[src/rtl/echo_delay_if.sv]
// Purpose: sample/control bundle for echo_delay.
// master drives: en, x_valid, x, delay_len, fb_gain, mix_gain, bypass
// slave drives : y, y_valid, busy, overrun
interface echo_delay_if #(
  parameter int unsigned DATA_WIDTH = 32,
  parameter int unsigned ADDR_WIDTH = 3,
  parameter int unsigned GAIN_WIDTH = 8
);
  logic                         en;
  logic                         x_valid;
  logic signed [DATA_WIDTH-1:0] x;
  logic [ADDR_WIDTH-1:0]        delay_len;
  logic [GAIN_WIDTH-1:0]        fb_gain;
  logic [GAIN_WIDTH-1:0]        mix_gain;
  logic                         bypass;
  logic signed [DATA_WIDTH-1:0] y;
  logic                         y_valid;
  logic                         busy;
  logic                         overrun;

  modport master (
    output en, x_valid, x, delay_len, fb_gain, mix_gain, bypass,
    input  y, y_valid, busy, overrun
  );

  modport slave (
    input  en, x_valid, x, delay_len, fb_gain, mix_gain, bypass,
    output y, y_valid, busy, overrun
  );
endinterface

[src/rtl/echo_delay.sv]
// Purpose: single-tap feedback echo. Each accepted sample reads the delay line
// delay_len samples back, writes x + fb*d into it and outputs x + mix*d
// (or x alone in bypass), saturated to DATA_WIDTH.
// Ports: clk, rst_n (async active-low), bus (echo_delay_if.slave).
module echo_delay #(
  parameter int unsigned DATA_WIDTH = 32,
  parameter int unsigned SIZE       = 8,
  parameter int unsigned ADDR_WIDTH = 3,
  parameter int unsigned GAIN_WIDTH = 8
) (
  input  logic        clk,
  input  logic        rst_n,
  echo_delay_if.slave bus
);
  localparam int unsigned PW = DATA_WIDTH + GAIN_WIDTH + 1;
  localparam logic signed [PW-1:0] SAT_MAX = PW'({1'b0, {(DATA_WIDTH-1){1'b1}}});
  localparam logic signed [PW-1:0] SAT_MIN = ~SAT_MAX;

  typedef enum logic [2:0] {
    S_CLEAR = 3'd0,
    S_IDLE  = 3'd1,
    S_READ  = 3'd2,
    S_CALC  = 3'd3,
    S_WRITE = 3'd4
  } state_t;

  state_t                       r_state;
  logic [ADDR_WIDTH-1:0]        r_clr_cnt;
  logic [ADDR_WIDTH-1:0]        r_wr_ptr;
  logic [ADDR_WIDTH-1:0]        r_dl;
  logic [GAIN_WIDTH-1:0]        r_fb;
  logic [GAIN_WIDTH-1:0]        r_mix;
  logic                         r_byp;
  logic signed [DATA_WIDTH-1:0] r_x;
  logic signed [DATA_WIDTH-1:0] r_d;
  logic signed [DATA_WIDTH-1:0] r_w;
  logic signed [DATA_WIDTH-1:0] r_y_next;
  logic signed [DATA_WIDTH-1:0] r_y;
  logic                         r_y_pend;
  logic                         r_y_valid;
  logic                         r_busy;
  logic                         r_overrun;
  logic signed [DATA_WIDTH-1:0] r_mem [SIZE];

  logic                         w_accept;
  logic                         w_offer_busy;
  logic [ADDR_WIDTH-1:0]        w_rd_addr;
  logic                         w_we;
  logic [ADDR_WIDTH-1:0]        w_waddr;
  logic signed [DATA_WIDTH-1:0] w_wdata;
  logic signed [PW-1:0]         w_d_ext;
  logic signed [PW-1:0]         w_x_ext;
  logic signed [PW-1:0]         w_fb_ext;
  logic signed [PW-1:0]         w_mix_ext;
  logic signed [PW-1:0]         w_fb_sh;
  logic signed [PW-1:0]         w_mix_sh;
  logic signed [PW-1:0]         w_w_sum;
  logic signed [PW-1:0]         w_y_sum;

  // Clamp a wide signed value into the DATA_WIDTH range.
  function automatic logic [DATA_WIDTH-1:0] sat(input logic signed [PW-1:0] s);
    if (s > SAT_MAX)      sat = SAT_MAX[DATA_WIDTH-1:0];
    else if (s < SAT_MIN) sat = SAT_MIN[DATA_WIDTH-1:0];
    else                  sat = s[DATA_WIDTH-1:0];
  endfunction

  assign w_accept     = bus.en & bus.x_valid & (r_state == S_IDLE);
  assign w_offer_busy = bus.en & bus.x_valid & (r_state != S_IDLE);

  // delay_len of 0 wraps to the slot about to be overwritten: a SIZE-sample delay.
  assign w_rd_addr = r_wr_ptr - r_dl;

  assign w_we    = (r_state == S_CLEAR) | (r_state == S_WRITE);
  assign w_waddr = (r_state == S_CLEAR) ? r_clr_cnt : r_wr_ptr;
  assign w_wdata = (r_state == S_CLEAR) ? '0 : r_w;

  // Signed d times unsigned Q0.GAIN gain, floor-shifted back to sample scale.
  // Sums are carried at product width; both terms fit DATA_WIDTH bits, so the
  // result equals a DATA_WIDTH+1 sum.
  assign w_d_ext   = {{(PW-DATA_WIDTH){r_d[DATA_WIDTH-1]}}, r_d};
  assign w_x_ext   = {{(PW-DATA_WIDTH){r_x[DATA_WIDTH-1]}}, r_x};
  assign w_fb_ext  = {{(PW-GAIN_WIDTH){1'b0}}, r_fb};
  assign w_mix_ext = {{(PW-GAIN_WIDTH){1'b0}}, r_mix};
  assign w_fb_sh   = (w_d_ext * w_fb_ext) >>> GAIN_WIDTH;
  assign w_mix_sh  = (w_d_ext * w_mix_ext) >>> GAIN_WIDTH;
  assign w_w_sum   = w_x_ext + w_fb_sh;
  assign w_y_sum   = w_x_ext + w_mix_sh;

  // Delay line: clear/write port plus synchronous read issued in READ.
  always_ff @(posedge clk) begin
    if (w_we) r_mem[w_waddr] <= w_wdata;
    if (r_state == S_READ) r_d <= r_mem[w_rd_addr];
  end

  // Control FSM with registered outputs; y/y_valid update one edge after WRITE.
  always_ff @(posedge clk or negedge rst_n) begin
    if (!rst_n) begin
      r_state   <= S_CLEAR;
      r_clr_cnt <= '0;
      r_wr_ptr  <= '0;
      r_dl      <= '0;
      r_fb      <= '0;
      r_mix     <= '0;
      r_byp     <= 1'b0;
      r_x       <= '0;
      r_w       <= '0;
      r_y_next  <= '0;
      r_y       <= '0;
      r_y_pend  <= 1'b0;
      r_y_valid <= 1'b0;
      r_busy    <= 1'b1;
      r_overrun <= 1'b0;
    end else begin
      r_y_valid <= r_y_pend;
      r_y_pend  <= 1'b0;
      if (r_y_pend) r_y <= r_y_next;
      if (w_offer_busy) r_overrun <= 1'b1;

      case (r_state)
        S_CLEAR: begin
          r_clr_cnt <= r_clr_cnt + ADDR_WIDTH'(1);
          if (r_clr_cnt == ADDR_WIDTH'(SIZE - 1)) begin
            r_state <= S_IDLE;
            r_busy  <= 1'b0;
          end
        end
        S_IDLE: begin
          if (w_accept) begin
            r_x     <= bus.x;
            r_dl    <= bus.delay_len;
            r_fb    <= bus.fb_gain;
            r_mix   <= bus.mix_gain;
            r_byp   <= bus.bypass;
            r_state <= S_READ;
            r_busy  <= 1'b1;
          end
        end
        S_READ: begin
          r_state <= S_CALC;
        end
        S_CALC: begin
          r_w      <= sat(w_w_sum);
          r_y_next <= r_byp ? r_x : sat(w_y_sum);
          r_state  <= S_WRITE;
        end
        S_WRITE: begin
          r_wr_ptr <= r_wr_ptr + ADDR_WIDTH'(1);
          r_y_pend <= 1'b1;
          r_state  <= S_IDLE;
          r_busy   <= 1'b0;
        end
        default: begin
          r_state   <= S_CLEAR;
          r_clr_cnt <= '0;
          r_busy    <= 1'b1;
        end
      endcase
    end
  end

  assign bus.y       = r_y;
  assign bus.y_valid = r_y_valid;
  assign bus.busy    = r_busy;
  assign bus.overrun = r_overrun;
endmodule

[src/flat_wrapper.sv]
// flat-port wrapper written by rule: the top's interface ports become plain ports
module echo_delay_flat 
#(
  parameter int unsigned DATA_WIDTH = 32,
  parameter int unsigned SIZE       = 8,
  parameter int unsigned ADDR_WIDTH = 3,
  parameter int unsigned GAIN_WIDTH = 8
)
  (clk, rst_n, bus_en, bus_x_valid, bus_x, bus_delay_len, bus_fb_gain, bus_mix_gain, bus_bypass, bus_y, bus_y_valid, bus_busy, bus_overrun);
  echo_delay_if #(.DATA_WIDTH(DATA_WIDTH), .ADDR_WIDTH(ADDR_WIDTH), .GAIN_WIDTH(GAIN_WIDTH)) bus_i ();
  input  logic clk;
  input  logic rst_n;
  input wire logic [$bits(bus_i.en)-1:0] bus_en;
  input wire logic [$bits(bus_i.x_valid)-1:0] bus_x_valid;
  input wire logic [$bits(bus_i.x)-1:0] bus_x;
  input wire logic [$bits(bus_i.delay_len)-1:0] bus_delay_len;
  input wire logic [$bits(bus_i.fb_gain)-1:0] bus_fb_gain;
  input wire logic [$bits(bus_i.mix_gain)-1:0] bus_mix_gain;
  input wire logic [$bits(bus_i.bypass)-1:0] bus_bypass;
  output wire logic [$bits(bus_i.y)-1:0] bus_y;
  output wire logic [$bits(bus_i.y_valid)-1:0] bus_y_valid;
  output wire logic [$bits(bus_i.busy)-1:0] bus_busy;
  output wire logic [$bits(bus_i.overrun)-1:0] bus_overrun;
  assign bus_i.en = bus_en;
  assign bus_i.x_valid = bus_x_valid;
  assign bus_i.x = bus_x;
  assign bus_i.delay_len = bus_delay_len;
  assign bus_i.fb_gain = bus_fb_gain;
  assign bus_i.mix_gain = bus_mix_gain;
  assign bus_i.bypass = bus_bypass;
  assign bus_y = bus_i.y;
  assign bus_y_valid = bus_i.y_valid;
  assign bus_busy = bus_i.busy;
  assign bus_overrun = bus_i.overrun;
  echo_delay #(.DATA_WIDTH(DATA_WIDTH), .SIZE(SIZE), .ADDR_WIDTH(ADDR_WIDTH), .GAIN_WIDTH(GAIN_WIDTH)) u_core (.clk(clk), .rst_n(rst_n), .bus(bus_i));
endmodule
[config.mk]
export PLATFORM = sky130hd
export DESIGN_NAME = echo_delay_flat
export DESIGN_NICKNAME = d
export VERILOG_FILES = /design/src/rtl/echo_delay_if.sv /design/src/rtl/echo_delay.sv /design/src/flat_wrapper.sv
export SDC_FILE = /design/constraint.sdc
export NUM_CORES = 2
export LEC_CHECK = 0
export ABC_AREA = 1
export BUFFER_PORTS_ARGS = -buffer_cell sky130_fd_sc_hd__buf_2
export CAP_MARGIN = 10
export CELL_PAD_IN_SITES_DETAIL_PLACEMENT = 1
export CELL_PAD_IN_SITES_GLOBAL_PLACEMENT = 2
export CORE_UTILIZATION = 43
export CTS_CLUSTER_SIZE = 30
export DETAILED_ROUTE_END_ITERATION = 8
export PLACE_DENSITY_LB_ADDON = 0.1
export SETUP_SLACK_MARGIN = 0.05
export SLEW_MARGIN = 20
export SYNTH_ARGS = -nofsm -noshare
export SYNTH_HDL_FRONTEND = slang
export SYNTH_SLANG_ARGS = --single-unit
export TNS_END_PERCENT = 50
[constraint.sdc]
create_clock -name clk -period 18.6 [get_ports clk]
set_clock_uncertainty 0.1 [all_clocks]
set_input_delay 1.86 -clock clk [delete_from_list [all_inputs] [get_ports clk]]
set_output_delay 1.86 -clock clk [all_outputs]
set_load 0.1 [all_outputs]
# ---- Word level (Yosys, flattened, before mapping)
# Memory sizes are Yosys's and may differ from the RTL's. A register that Yosys moved wholly into a read port is not among the register bits.
# Index checks and enable logic that the tools add are counted.
# Widths: inputs -> output; s select.
dict set report totals {
  mem_count 1
  in_bits 56
  ff_bits 161
  wordCells 63
  output_inout_bits 35
  ram_bits 256
}
dict set report classes {
  n_reduce_logical 6
  n_eq_ne 8
  bitwise 5
  n_mux 17
  magnitude_cmp 4
  mul 2
  n_addsub 5
}
# name depth word_bits read_ports rd_clocked_by_memory_dff wr line
set memory_table {}
lappend memory_table {u_core.r_mem 8 32 1 1 1 echo_delay.sv:43} ;# logic signed [DATA_WIDTH-1:0] r_mem [SIZE];
# operator n
set op_table {}
lappend op_table {{$mux 32} 6}
lappend op_table {{$gt 41x32->1 const B} 2}
lappend op_table {{$lt 41x32->1 const B} 2}
lappend op_table {{$mul 32x9->41} 2}
lappend op_table {{$add 32x33->34} 2}
lappend op_table {{$pmux 3 s5} 1}
lappend op_table {{$mux 3} 3}
lappend op_table {{$add 3x1->3 const B} 2}
lappend op_table {{$eq 3x2->1 const B} 2}
lappend op_table {{$eq 3x3->1 const B} 2}
lappend op_table {{$pmux 3 s2} 1}
lappend op_table {{$mux 1} 5}
lappend op_table {{$pmux 1 s4} 1}
lappend op_table {{$reduce_and 2->1} 2}
lappend op_table {{$reduce_or 4->1} 1}
lappend op_table {{$and 1x1->1} 3}
lappend op_table {{$eq 3x1->1 const B} 1}
lappend op_table {{$logic_not 3->1} 1}
lappend op_table {{$ne 3x1->1 const B} 1}
lappend op_table {{$reduce_and 3->1} 1}
lappend op_table {{$sub 3x3->3} 1}
lappend op_table {{$ne 2x1->1 const B} 1}
lappend op_table {{$ne 2x2->1 const B} 1}
lappend op_table {{$reduce_or 2->1} 1}
lappend op_table {{other kinds (2)} 2}

# ---- Depth between registers and ports, before layout
dict set report logic_depth {
  ltp_word 6
  depth_mapped 41
}

# ---- Worst setup path before layout
# No wires, ideal clock.
dict set report synth_timing {
  path_kind {flip-flop to flip-flop}
  start {register u_core.r_d[5], read port of u_core.r_mem}
  end {register u_core.r_w[21]}
  setup_time_ns 0.120
  required_time_ns 18.380
  arrival_time_ns 6.035
  setup_slack_ns 12.345
  stages_incl_launch_ff 37
  path_cell_list {edfxtp_1 -> clkbuf_1 -> clkbuf_1 -> nand2_1 -> fa_1 -> inv_1 -> fa_1 -> inv_1 -> fa_1 -> inv_1 -> fa_1 -> ha_1 -> nand2_1 -> inv_1 -> a21oi_1 -> nand2_1 -> a21oi_1 -> o21ai_1 -> nand2_1 -> nand2_1 -> nand2_1 -> nand2_1 -> nand2_1 -> nand2_1 -> ha_1 -> nand2_2 -> inv_1 -> a21oi_1 -> nand2_1 -> a21oi_1 -> nand3_1 -> nand2_1 -> nand2_2 -> a21oi_4 -> buf_6 -> buf_8 -> a21oi_2}
}
dict set report synth_via {
  elab_chain_cells 5
}
# item line
set synth_lines {}
lappend synth_lines {{start: declaration} echo_delay.sv:35} ;# logic signed [DATA_WIDTH-1:0] r_d;
lappend synth_lines {{$mul 32x9->41 *} echo_delay.sv:84} ;# assign w_fb_sh = (w_d_ext * w_fb_ext) >>> GAIN_WIDTH;
lappend synth_lines {{$add 32x33->34 *} echo_delay.sv:86} ;# assign w_w_sum = w_x_ext + w_fb_sh;
lappend synth_lines {{$lt 41x32->1} echo_delay.sv:63} ;# else if (s < SAT_MIN) sat = SAT_MIN[DATA_WIDTH-1:0];
lappend synth_lines {{$mux 32} echo_delay.sv:63}
lappend synth_lines {{$mux 32 *} echo_delay.sv:62} ;# if (s > SAT_MAX) sat = SAT_MAX[DATA_WIDTH-1:0];
lappend synth_lines {{end signal: assignment} echo_delay.sv:142} ;# r_w <= sat(w_w_sum);
lappend synth_lines {{end: declaration} echo_delay.sv:36} ;# logic signed [DATA_WIDTH-1:0] r_w;
# Every way passes the cells marked *; elsewhere a longest branch is shown, timed or not.
# A chain may end at the register's enable or synchronous reset.

# ---- Worst setup path after layout
dict set report layout_timing {
  start {register u_core.r_d[27], read port of u_core.r_mem}
  end {register u_core.r_w[15]}
}
# Same word-level chain as after synthesis.

==> metrics.cfg <==
[cts]
cts_setup_buffers=0
htreeDepth=2
cts_tree=done
cts_buffer_depth=3
cts_resized=0
hold_buffers=0
clkTransAtPathRegs_ns=0.06
cts-buffers-inserted=54
clk_latency_ns=0.66
cts_sinks=449
clockRootBuffer=clkbuf_16

[min_path]
min_path_type=reg -> reg

[timing]
finalCritPeriodShare_pct=43.49
maxSlewViolCount=0
finalHoldViolations=0
max_freq_mhz=123.6
rsz0062_at_grt=no
fin_ws_ns=10.51
finalSetupViolations=0
period_minus_slack_ns=8.089
slew_headroom_pct=29.27
worst_pin_slew_ns=1.061
tns_ns=0

[global_route]
grt-ovfl-total=0
grt_use_met2_pct=44.70
grt_usage_pct=27.84
top_usage_layer=met2
grt_pass1_vias=34600
grtUsageMet3_pct=2.123
gr-usage-met1_pct=41.24
antenna_found_initial=4
grt_pass1_wl_microns=207400
grt_max_degree=102

[yosys]
yosysTopAreaCellShare_pct=20.99
ys_seq_elements=449
yosysWarnings=0
syn_area_sq_um=41200
synth.top_cells.by_count=nand2_1 (1288), inv_1 (1188), fa_1 (397), nor2_1 (309), edfxtp_1 (288)
syn_avg_cell_area_sq_um=8.126
syn_inst=5070
ys_seq_area_share_pct=30.77
synth_area_leaders=edfxtp_1 (21%), fa_1 (19%), nand2_1 (12%), inv_1 (11%), dfrtp_1 (9.7%)
synth.most_common_cell=nand2_1
synth_cell_types=50
syn-num-nets=5751
synthArstFlopShare_pct=35.86
yosys.area.top_type=edfxtp_1
ys.flop_type=edfxtp_1
synth_edf_count=288

[layout]
fin_nets=5731
drive_gt1_share_pct=6.537
instances_no_fill=6361
syn2layout_area_growth_pct=8.303

[floorplan]
fp-row-count=113
num_io_pins=91
coreArea_sq_um=95010
die_height_microns=311.5
dieArea_sq_um=97050
start_util_pct=43.36
die_w_microns=311.5

[worst_setup_path]
reg2reg_setup_slack_ns=10.51
cp.arrival_ns=8.45
crit_required_ns=18.96
critical_path.endpoint_type=flip-flop
worstPathMaxFanout=29
start_kind=flip-flop
path_class=reg -> reg

[run_status]
status=complete, no violations

[routing]
wirelength_microns=131700
vias=32690
wl_per_cell_microns=20.71
drtAntennaViolNets=0
post_drt_via_cell_ratio=5.139
drcViolationCount=0
drt-initial-drc-count=1710
drt_pre_antenna_iters=5

[place]
dp_cells=6259
post-dp-hpwl_microns=101100
gp_congestion=0.9136
dp_slack_ns=10.50
portBuffers=90

[flow_run]
cap_viol_max_count=0

routing by layer:
layer,vias to the layer above,wire (microns)
li1,15390,-
met1,16620,64530
met2,563,60430
met3,105,4345
met4,0,2408
met5,-,0
metrics by stage:
step	cell area, sq um	hold slack, ns	utilization, %
5_1_grt	44610	0.3922	46.96
2_1_floorplan	41200	0.2519	-
3_3_place_gp	42820	0.3568	45.06
4_1_cts	44610	0.3764	46.96
6_report	44620	0.3769	46.96
3_5_place_dp	42820	0.3636	45.06
cells by family (layout without fill, tap and decap cells):
| group | Yosys count | in the layout | synth area share (%) |
|---|---|---|---|
| and+or+nand+nor | 1769 | 1769 | 16.87 |
| buffers and inverters | 1402 | 1426 | 12.99 |
| AOI/OAI and AO/OA | 629 | 629 | 8.574 |
| adders and majority gates | 625 | 625 | 26.22 |
| DFF | 449 | 449 | 30.77 |
| xor gates and xnor gates | 113 | 113 | 2.402 |
| muxes | 83 | 83 | 2.171 |
| other | 0 | 2 | 0 |
placed cells by master, fill, tap and decap left out, drive strengths merged, types with 3 or more instances in the layout:
cell type  count
a211oi         5
a21boi         7
a21o          18
a21oi        272
a31oi         46
and3           6
buf          133
bufinv         3
clkbuf        74
clkinv        20
dfrtp        160
edfxtp       288
fa           397
ha           228
inv         1195
mux2          51
mux2i         32
nand2       1305
nand3         83
nand3b         7
nand4         13
nor2         313
nor3          35
nor4           5
o211ai        35
o21a          14
o21ai        203
o21bai        20
xnor2         34
xor2          79
path summary, 6_finish.rpt:
kind,cells after the start,start,endpoint
worst min-delay path,2,u_core.r_y_next[15],u_core.r_y_next[15]
min in group asynchronous,1,rst_n,u_core.r_fb[1]
worst max-delay path,27,u_core.r_d[27],u_core.r_w[15]
max in group asynchronous,2,rst_n,u_core.r_w[18]
worst max register to register,27,u_core.r_d[27],u_core.r_w[15]
worst min register to register,2,u_core.r_y_next[15],u_core.r_y_next[15]
state kept, by name, summed over array words and instances, names as in the netlist, 3 cells and up:
signal            count
u_core.r_mem        256
u_core.r_clr_cnt      3
u_core.r_mix          8
u_core.r_wr_ptr       3
u_core.bus.y         32
u_core.r_state        3
u_core.r_w           32
u_core.r_x           32
u_core.r_dl           3
u_core.r_y_next      32
u_core.r_d           32
u_core.r_fb           8
area by class of cell:
type	count	area, sq um
Antenna cell	2	5.005
Clock buffer	73	1503
Clock inverter	27	295.3
Fill cell	11530	50390
Inverter	1192	4474
Multi-Input combinational cell	3219	23290
Sequential cell	449	12680
Tap cell	1265	1583
Timing Repair Buffer	134	789.5
worst max-delay path: stages, from the launching register on:
cell	delay (ns)
edfxtp_1	1.01
nand2_1	0.19
fa_1	0.58
inv_1	0.05
fa_1	0.49
fa_1	0.55
inv_1	0.05
fa_1	0.50
inv_1	0.07
ha_1	0.36
a21oi_1	0.36
o21ai_0	0.19
a21oi_1	0.23
nor2_1	0.07
a211oi_1	0.21
nand3_1	0.17
xor2_1	0.25
inv_1	0.13
ha_1	0.36
a21oi_1	0.29
o21a_1	0.17
nand2_1	0.05
a21oi_1	0.24
nand3_1	0.11
nand2_1	0.14
nand2_2	0.09
a21oi_4	0.75
a21oi_1	0.14
Power is left out: the tool's default activity adds up to more than one toggle a clock period on the data nets, which glitch-free logic cannot reach.
